[src/rtl/led_driver_if.sv]
// Configuration write bus shared with the other CPU peripherals.
// we: one-cycle write strobe, sel: register select, wdata: write data.
interface led_driver_if;
    logic        we;
    logic [1:0]  sel;
    logic [15:0] wdata;

    modport master (
        output we,
        output sel,
        output wdata
    );

    modport slave (
        input we,
        input sel,
        input wdata
    );
endinterface

[src/rtl/led_driver.sv]
// LED output stage: per-bit blinking and global PWM dimming of the LED word.
// Ports: clk, rst (async, active-high), cfg (write bus, slave),
//        led_in[23:0] LED word, led_pad[23:0] registered pads,
//        blink_phase (1 = blinking bits lit).
module led_driver #(
    parameter int unsigned BLINK_HALF = 11_500_000,
    parameter int unsigned PWM_DIV    = 64
) (
    input  logic               clk,
    input  logic               rst,
    led_driver_if.slave        cfg,
    input  logic [23:0]        led_in,
    output logic [23:0]        led_pad,
    output logic               blink_phase
);

    localparam int unsigned BW = (BLINK_HALF > 1) ? $clog2(BLINK_HALF) : 1;
    localparam int unsigned PW = (PWM_DIV > 1) ? $clog2(PWM_DIV) : 1;

    localparam logic [BW-1:0] BLINK_LAST = BW'(BLINK_HALF - 1);
    localparam logic [PW-1:0] PRE_LAST   = PW'(PWM_DIV - 1);

    // Configuration state
    logic [23:0]   blink_mask;
    logic [3:0]    brightness;
    logic          blink_en;

    // Timebase state
    logic [PW-1:0] pre_cnt;
    logic [3:0]    pwm_cnt;
    logic [BW-1:0] blink_cnt;

    // Decoded write strobes
    logic wr_mask_lo;
    logic wr_mask_hi;
    logic wr_ctrl;
    logic restart;

    logic pre_wrap;
    logic blink_wrap;
    logic pwm_on;
    logic [23:0] blank;
    logic [23:0] pad_next;

    always_comb begin
        wr_mask_lo = 1'b0;
        wr_mask_hi = 1'b0;
        wr_ctrl    = 1'b0;
        restart    = 1'b0;
        if (cfg.we) begin
            unique case (cfg.sel)
                2'd0: wr_mask_lo = 1'b1;
                2'd1: wr_mask_hi = 1'b1;
                2'd2: wr_ctrl    = 1'b1;
                2'd3: restart    = 1'b1;
                default: ;
            endcase
        end
    end

    assign pre_wrap   = (pre_cnt == PRE_LAST);
    assign blink_wrap = (blink_cnt == BLINK_LAST);

    // Configuration registers
    always_ff @(posedge clk or posedge rst) begin
        if (rst) begin
            blink_mask <= '0;
            brightness <= 4'd15;
            blink_en   <= 1'b0;
        end else begin
            if (wr_mask_lo)
                blink_mask[15:0] <= cfg.wdata;
            if (wr_mask_hi)
                blink_mask[23:16] <= cfg.wdata[7:0];
            if (wr_ctrl) begin
                brightness <= cfg.wdata[3:0];
                blink_en   <= cfg.wdata[4];
            end
        end
    end

    // PWM prescaler and 4-bit PWM counter; restart wins over wrap.
    always_ff @(posedge clk or posedge rst) begin
        if (rst) begin
            pre_cnt <= '0;
            pwm_cnt <= '0;
        end else if (restart) begin
            pre_cnt <= '0;
            pwm_cnt <= '0;
        end else begin
            if (pre_wrap)
                pre_cnt <= '0;
            else
                pre_cnt <= pre_cnt + PW'(1);
            if (pre_wrap)
                pwm_cnt <= pwm_cnt + 4'd1;
        end
    end

    // Blink timebase runs regardless of blink_en so phase stays coherent.
    always_ff @(posedge clk or posedge rst) begin
        if (rst) begin
            blink_cnt   <= '0;
            blink_phase <= 1'b1;
        end else if (restart) begin
            blink_cnt   <= '0;
            blink_phase <= 1'b1;
        end else if (blink_wrap) begin
            blink_cnt   <= '0;
            blink_phase <= ~blink_phase;
        end else begin
            blink_cnt   <= blink_cnt + BW'(1);
        end
    end

    // Full brightness must be on at pwm_cnt==15 too, hence the special case.
    always_comb begin
        pwm_on = 1'b0;
        if (brightness == 4'd15)
            pwm_on = 1'b1;
        else
            pwm_on = (pwm_cnt < brightness);
    end

    always_comb begin
        blank    = blink_mask & {24{blink_en & ~blink_phase}};
        pad_next = led_in & {24{pwm_on}} & ~blank;
    end

    always_ff @(posedge clk or posedge rst) begin
        if (rst)
            led_pad <= '0;
        else
            led_pad <= pad_next;
    end

endmodule

[src/flat_wrapper.sv]
// flat-port wrapper written by rule: the top's interface ports become plain ports
module led_driver_flat 
#(
    parameter int unsigned BLINK_HALF = 11_500_000,
    parameter int unsigned PWM_DIV    = 64
)
  (clk, rst, led_in, led_pad, blink_phase, cfg_we, cfg_sel, cfg_wdata);
  led_driver_if cfg_i ();
  input  logic clk;
  input  logic rst;
  input  logic [23:0] led_in;
  output logic [23:0] led_pad;
  output logic blink_phase;
  input wire logic [$bits(cfg_i.we)-1:0] cfg_we;
  input wire logic [$bits(cfg_i.sel)-1:0] cfg_sel;
  input wire logic [$bits(cfg_i.wdata)-1:0] cfg_wdata;
  assign cfg_i.we = cfg_we;
  assign cfg_i.sel = cfg_sel;
  assign cfg_i.wdata = cfg_wdata;
  led_driver #(.BLINK_HALF(BLINK_HALF), .PWM_DIV(PWM_DIV)) u_core (.clk(clk), .rst(rst), .cfg(cfg_i), .led_in(led_in), .led_pad(led_pad), .blink_phase(blink_phase));
endmodule
[config.mk]
export PLATFORM = sky130hd
export DESIGN_NAME = led_driver_flat
export DESIGN_NICKNAME = d
export VERILOG_FILES = /design/src/rtl/led_driver_if.sv /design/src/rtl/led_driver.sv /design/src/flat_wrapper.sv
export SDC_FILE = /design/constraint.sdc
export NUM_CORES = 1
export LEC_CHECK = 0
export ABC_AREA = 1
export CORE_UTILIZATION = 35
export CTS_CLUSTER_DIAMETER = 150
export DETAILED_ROUTE_END_ITERATION = 10
export GPL_TIMING_DRIVEN = 0
export PLACE_DENSITY_LB_ADDON = 0.12
export SLEW_MARGIN = 20
export SYNTH_ARGS = -nofsm -noshare
export SYNTH_HDL_FRONTEND = slang
export SYNTH_SLANG_ARGS = --single-unit
export TNS_END_PERCENT = 20
[constraint.sdc]
create_clock -name clk -period 3.6 [get_ports clk]
set_input_delay 0.72 -clock clk [delete_from_list [all_inputs] [get_ports clk]]
set_output_delay 0.72 -clock clk [all_outputs]
set_load 0.03 [all_outputs]
# [Yosys cells after proc, flatten, opt, wreduce, memory -nomap -nowiden]
# Cells that the tools add are included.
[word_totals] reg_bits=88 word_cells=45
[op_classes] bitwise=6 n_addsub=3 n_eq_ne=6 n_mux=17 reduce_logical=3 n_lt_le_gt_ge=1
[op_table] cell="AND 24 bit" count=3
[op_table] cell="two-way mux 24 bit" count=2
[op_table] cell="adder 24 x 1 -> 24 bit (second input constant)" count=1
[op_table] cell="== test 24 bit (second input constant)" count=1
[op_table] cell="NOT 24 bit" count=1
[op_table] cell="two-way mux 6 bit" count=2
[op_table] cell="two-way mux 1 bit" count=11
[op_table] cell="two-way mux 4 bit" count=2
[op_table] cell="adder 6 x 1 -> 6 bit (second input constant)" count=1
[op_table] cell="== test 6 bit (second input constant)" count=1
[op_table] cell="adder 4 x 1 -> 4 bit (second input constant)" count=1
[op_table] cell="== test 2 bit (second input constant)" count=2
[op_table] cell="== test 4 bit (second input constant)" count=1
[op_table] cell="< comparator 4 bit" count=1
[op_table] cell="nonzero test 2 bit" count=2
[op_table] cell="== test 2 x 1 -> 1 bit (second input constant)" count=1
[op_table] cell="zero test 2 bit" count=1
[op_table] cell="AND 1 bit" count=1
[op_table] cell="NOT 1 bit" count=1

# [Depth between registers and ports, before layout]
[logic_depth] word_depth=5 depth_mapped=9 mapped_depth_nobuf=8

# [Least setup slack after synthesis]
# Ideal clock, no wire load.
[synth_path] path_type="reg-to-reg" start="reg u_core.brightness[3]" end="reg u_core.led_pad[10]" synth_period_minus_slack_ns=1.561 arrival_ns=1.428 path_slack_ns=2.039 n_path_buf=1 setup_time_ns=0.133 path_stages_with_launch=7 path_cell_list="dfstp_2 inv_1 ha_1 nand2_1 o21ai_1 buf_2 a21oi_1"
[synth_via] elab_chain_len=4 word_cells_on_any_way=5 cone_classes="order compare (1); eq/ne (1); mux (1); bitwise (2)"
[synth_rtl] item="start, declared" line_no="led_driver.sv:25" source="logic [3:0] brightness;"
[synth_rtl] item="start signal, assigned" line_no="led_driver.sv:76" source="brightness <= cfg.wdata[3:0];"
[synth_rtl] item="< comparator 4 bit / == test 4 bit (equally long branches)" line_no="led_driver.sv:122, led_driver.sv:119"
[synth_rtl] item="two-way mux 1 bit (*)" line_no="led_driver.sv:119" source="if (brightness == 4'd15)"
[synth_rtl] item="AND 24 bit (*) (2 in series)" line_no="led_driver.sv:127" source="pad_next = led_in & {24{pwm_on}} & ~blank;"
[synth_rtl] item="via u_core.pad_next[10]" line_no="led_driver.sv:43" source="logic [23:0] pad_next;"
[synth_rtl] item="end signal, assigned" line_no="led_driver.sv:134" source="led_pad <= pad_next;"
[synth_rtl] item="end, declared" line_no="led_driver.sv:13" source="output logic [23:0] led_pad,"
# Mark *: on every way through the listed nets, which the timed path passes. The rest lies on a longest branch.
# A chain may end at the register's enable or synchronous reset.

# [Worst setup path after layout]
[layout_path] start="reg u_core.blink_phase" end="out blink_phase"
[layout_lines] item="start, declared" line_no="led_driver.sv:14" source="output logic blink_phase"
[layout_lines] item="start signal, assigned" line_no="led_driver.sv:110" source="blink_phase <= ~blink_phase;"
[layout_lines] item="end, declared" line_no="flat_wrapper.sv:13" source="output logic blink_phase;"
# No word-level cell between the ends.

==> flow_metrics.py <==
metrics = {
    "run_status": {
        "run_status": "complete, no violations",
    },
    "timing": {
        "rsz0062_at_grt": "false",
        "worstMarginPinSlew_ns": 0.636,
        "setup_violations": 0,
        "hold-worst-slack_ns": 0.457,
        "slew_viols_final": 0,
        "period_needed_ns": 2.28,
        "clock_skew_ns": 0.00479,
        "fin_hold_viols": 0,
        "timing.max_slew.rel_slack_pct": 57.6,
        "achievable-frequency_ghz": 0.438,
        "timing.final.crit_share_pct": 63.4,
        "setup_tns_ns": 0,
    },
    "placed_design": {
        "gpl_congestion": 0.830,
        "port_buffers": 69,
        "dpl.hpwl_mm": 7.62,
    },
    "synthesis": {
        "syn_area_per_cell_um2": 8.32,
        "ys_types": 28,
        "synthesis.area_um2": 4090,
        "syn_nets": 543,
        "synthCells": 492,
        "synth-seq-cells": 88,
        "synth.yosys.seq_area_share_pct": 53.9,
        "ys.warnings.count": 0,
    },
    "global_routing": {
        "global_route_wire_length_before_repair_mm": 16.4,
        "total_grt_usage_pct": 18.3,
        "grt_antenna_before_repair": 0,
        "grt_pass1_vias": 3292,
        "pin_count_of_the_biggest_net_entering_global_routing": 51,
        "globalRoute.totalOverflow": 0,
    },
    "min_path": {
        "hold_path.class": "reg2reg",
        "hold_end": "u_core.pre_cnt[0]",
        "hp-start": "u_core.pre_cnt[0]",
        "min_path_cells": 1,
    },
    "routing": {
        "length_of_routed_wiring_on_met1_mm": 4.69,
        "dr.pass1.iters": 4,
        "detail_route.wirelength_mm": 10.2,
        "antenna_violating_nets_post_route": 0,
        "dr.first_iter.drc_count": 155,
        "route.met3.wl_um": 350,
        "detailroute.via_count": 3431,
        "viasPerCell": 4.76,
        "routedWlPerCell_um": 14.1,
        "topRoutingLayerUsed": "met4",
        "met2WireLength_mm": 4.97,
        "post_route_drc": 0,
    },
    "setup_path": {
        "timing.rr.end": "u_core.led_pad[20]",
        "critPathLaunchType": "flop",
        "critical_path_arrival_ns": 1.56,
        "timing.critical_path.to_type": "output pin",
        "worst-path-buf-inv": 1,
        "worst_path_max_delay_cell": "clkdlybuf4s50_1",
        "critical_path.top_delay_family": "buffers and inverters",
        "worst_path_cell_chain": "clkdlybuf4s50_1",
        "timing.critical_path.fanout_max": 3,
        "critPathKind": "reg2out",
        "crit_required_ns": 2.88,
        "launch_instance_of_the_worst_register_to_register_path": "u_core.brightness[3]",
        "critPathMaxStageDelay_ns": 0.67,
        "setup.reg_to_reg.worst_slack_ns": 1.61,
        "reg2regPathDepth": 6,
    },
    "finish": {
        "mostFrequentLayoutCell": "nand2_1",
        "most-common-layout-cells": "nand2_1 (109), dfrtp_1 (83), nor2_1 (72)",
        "layout.nets": 624,
        "layout_cells_sized_above_1_pct": 8.48,
        "n_fill_cell": 1159,
        "antenna_cells": 0,
        "multi_input_area_um2": 1640,
        "synthToLayoutAreaGrowth_pct": 29.5,
        "seq_area_um2": 2210,
    },
    "pwr": {
        "total_leakage_power_uw": 0.00235,
        "peakVddDrop_mv": 0.254,
        "cellPowerDensity_nw_per_um2": 587,
    },
    "die": {
        "coreArea_um2": 11400,
        "fp.dieH_um": 110,
        "core.rowCount": 39,
        "design.die.area_um2": 12100,
        "start_util_pct": 35.9,
        "die_width_um": 110,
        "ioPinCount": 70,
    },
    "clocking": {
        "clock_path_buffers": 2,
        "tritoncts": "yes",
        "numCtsBuffers": 9,
        "cts-hold-fix-buffers": 0,
        "ctsRootBufferMaster": "clkbuf_16",
        "cts.repair_timing.setup_buffer_count": 0,
        "htree_num_levels": 3,
        "worst_setup_hold_path_clk_slew_ns": 0.06,
        "cts.sinks": 88,
        "post_cts_resized": 0,
        "worst_skew_pair.late_latency_ns": 0.35,
    },
    "run": {
        "maxCapViolCount": 0,
    },
}
==> registers in the layout, indices dropped and copies added (netlist names) <==
register	flops
u_core.blink_cnt	24
u_core.blink_en	1
u_core.blink_mask	24
u_core.blink_phase	1
u_core.brightness	4
u_core.led_pad	24
u_core.pre_cnt	6
u_core.pwm_cnt	4
==> how the worst max path moves through the flow <==
stage                       start              endpoint  slack [ns]  cells after the start
5_1_grt        u_core.blink_phase           blink_phase        1.28                      1
2_1_floorplan                 rst   u_core.blink_cnt[0]        0.61                      1
3_3_place_gp                  rst     u_core.led_pad[1]       -0.87                      2
6_report       u_core.blink_phase           blink_phase        1.32                      1
4_1_cts        u_core.blink_phase           blink_phase        1.29                      1
3_5_place_dp               cfg_we  u_core.blink_cnt[17]        1.18                      6
==> final cells by class <==
cell class,instances,area share (%)
plain buffers,14,1.25
repair buffers,70,13.4
well taps,143,3.37
clock buffers,11,4.77
multi-input cells,342,30.9
clock inverters,5,1.20
inverters,48,3.45
flip-flops and latches,88,41.6
==> power breakdown <==
group          total, uW  leakage [uW]  internal [uW]  switching, uW
clock                992      0.000152            581            411
combinational        817       0.00109            329            489
sequential          1300       0.00111           1190            110
total               3110       0.00235           2100           1010
==> synth_stat cells <==
cell	count	share of area [%]
inv_2	1	0.092
a21oi_1	39	4.8
o21bai_1	1	0.18
nor2_2	7	1.1
clkbuf_1	7	0.64
nor2_1	72	6.6
o21ai_1	3	0.37
inv_1	46	4.2
ha_1	6	1.8
nand3_2	3	0.73
nand4_1	5	0.76
nand2_2	5	0.76
nor3_1	6	0.73
buf_4	2	0.37
clkinv_1	1	0.092
xor2_1	9	1.9
mux2_2	1	0.28
nand2_1	109	10
nor3b_1	1	0.18
o21ai_0	30	3.7
nand3b_1	1	0.18
buf_2	5	0.61
a31oi_1	1	0.15
dfstp_2	5	3.2
dfrtp_1	83	51
xnor2_1	3	0.64
nor2_4	2	0.55
nand3_1	38	4.6
==> routing by layer <==
layer  vias to the layer above  track usage (%)
met5                         -                0
met4                         0             8.18
met3                        14             3.29
met2                        63             30.6
met1                      1615             23.0
li1                       1739                -
==> metrics by stage <==
step,power (uW),setup slack (ns),util [%],instances,instance area (um2)
floorplan,1790,0.610,-,492,4090
global placement,2130,-0.872,43.5,704,4960
detailed placement,2150,1.18,43.7,705,4990
CTS,3150,1.29,46.4,721,5300
global route,3270,1.28,46.4,721,5300
finish,3110,1.32,46.4,721,5300
==> kinds of logic after synthesis <==
| kind of cell | Yosys count | synth area share [%] |
|---|---|---|
| AO/OA/AOI/OAI | 74 | 9.14 |
| XOR/XNOR | 12 | 2.57 |
| adder cells (fa/ha/maj) | 6 | 1.83 |
| buffers and inverters | 62 | 6.02 |
| flip-flops | 88 | 53.9 |
| multiplexers | 1 | 0.275 |
| AND/OR/NAND/NOR | 249 | 26.2 |
Note: power is estimated with default switching activity, not from simulation.
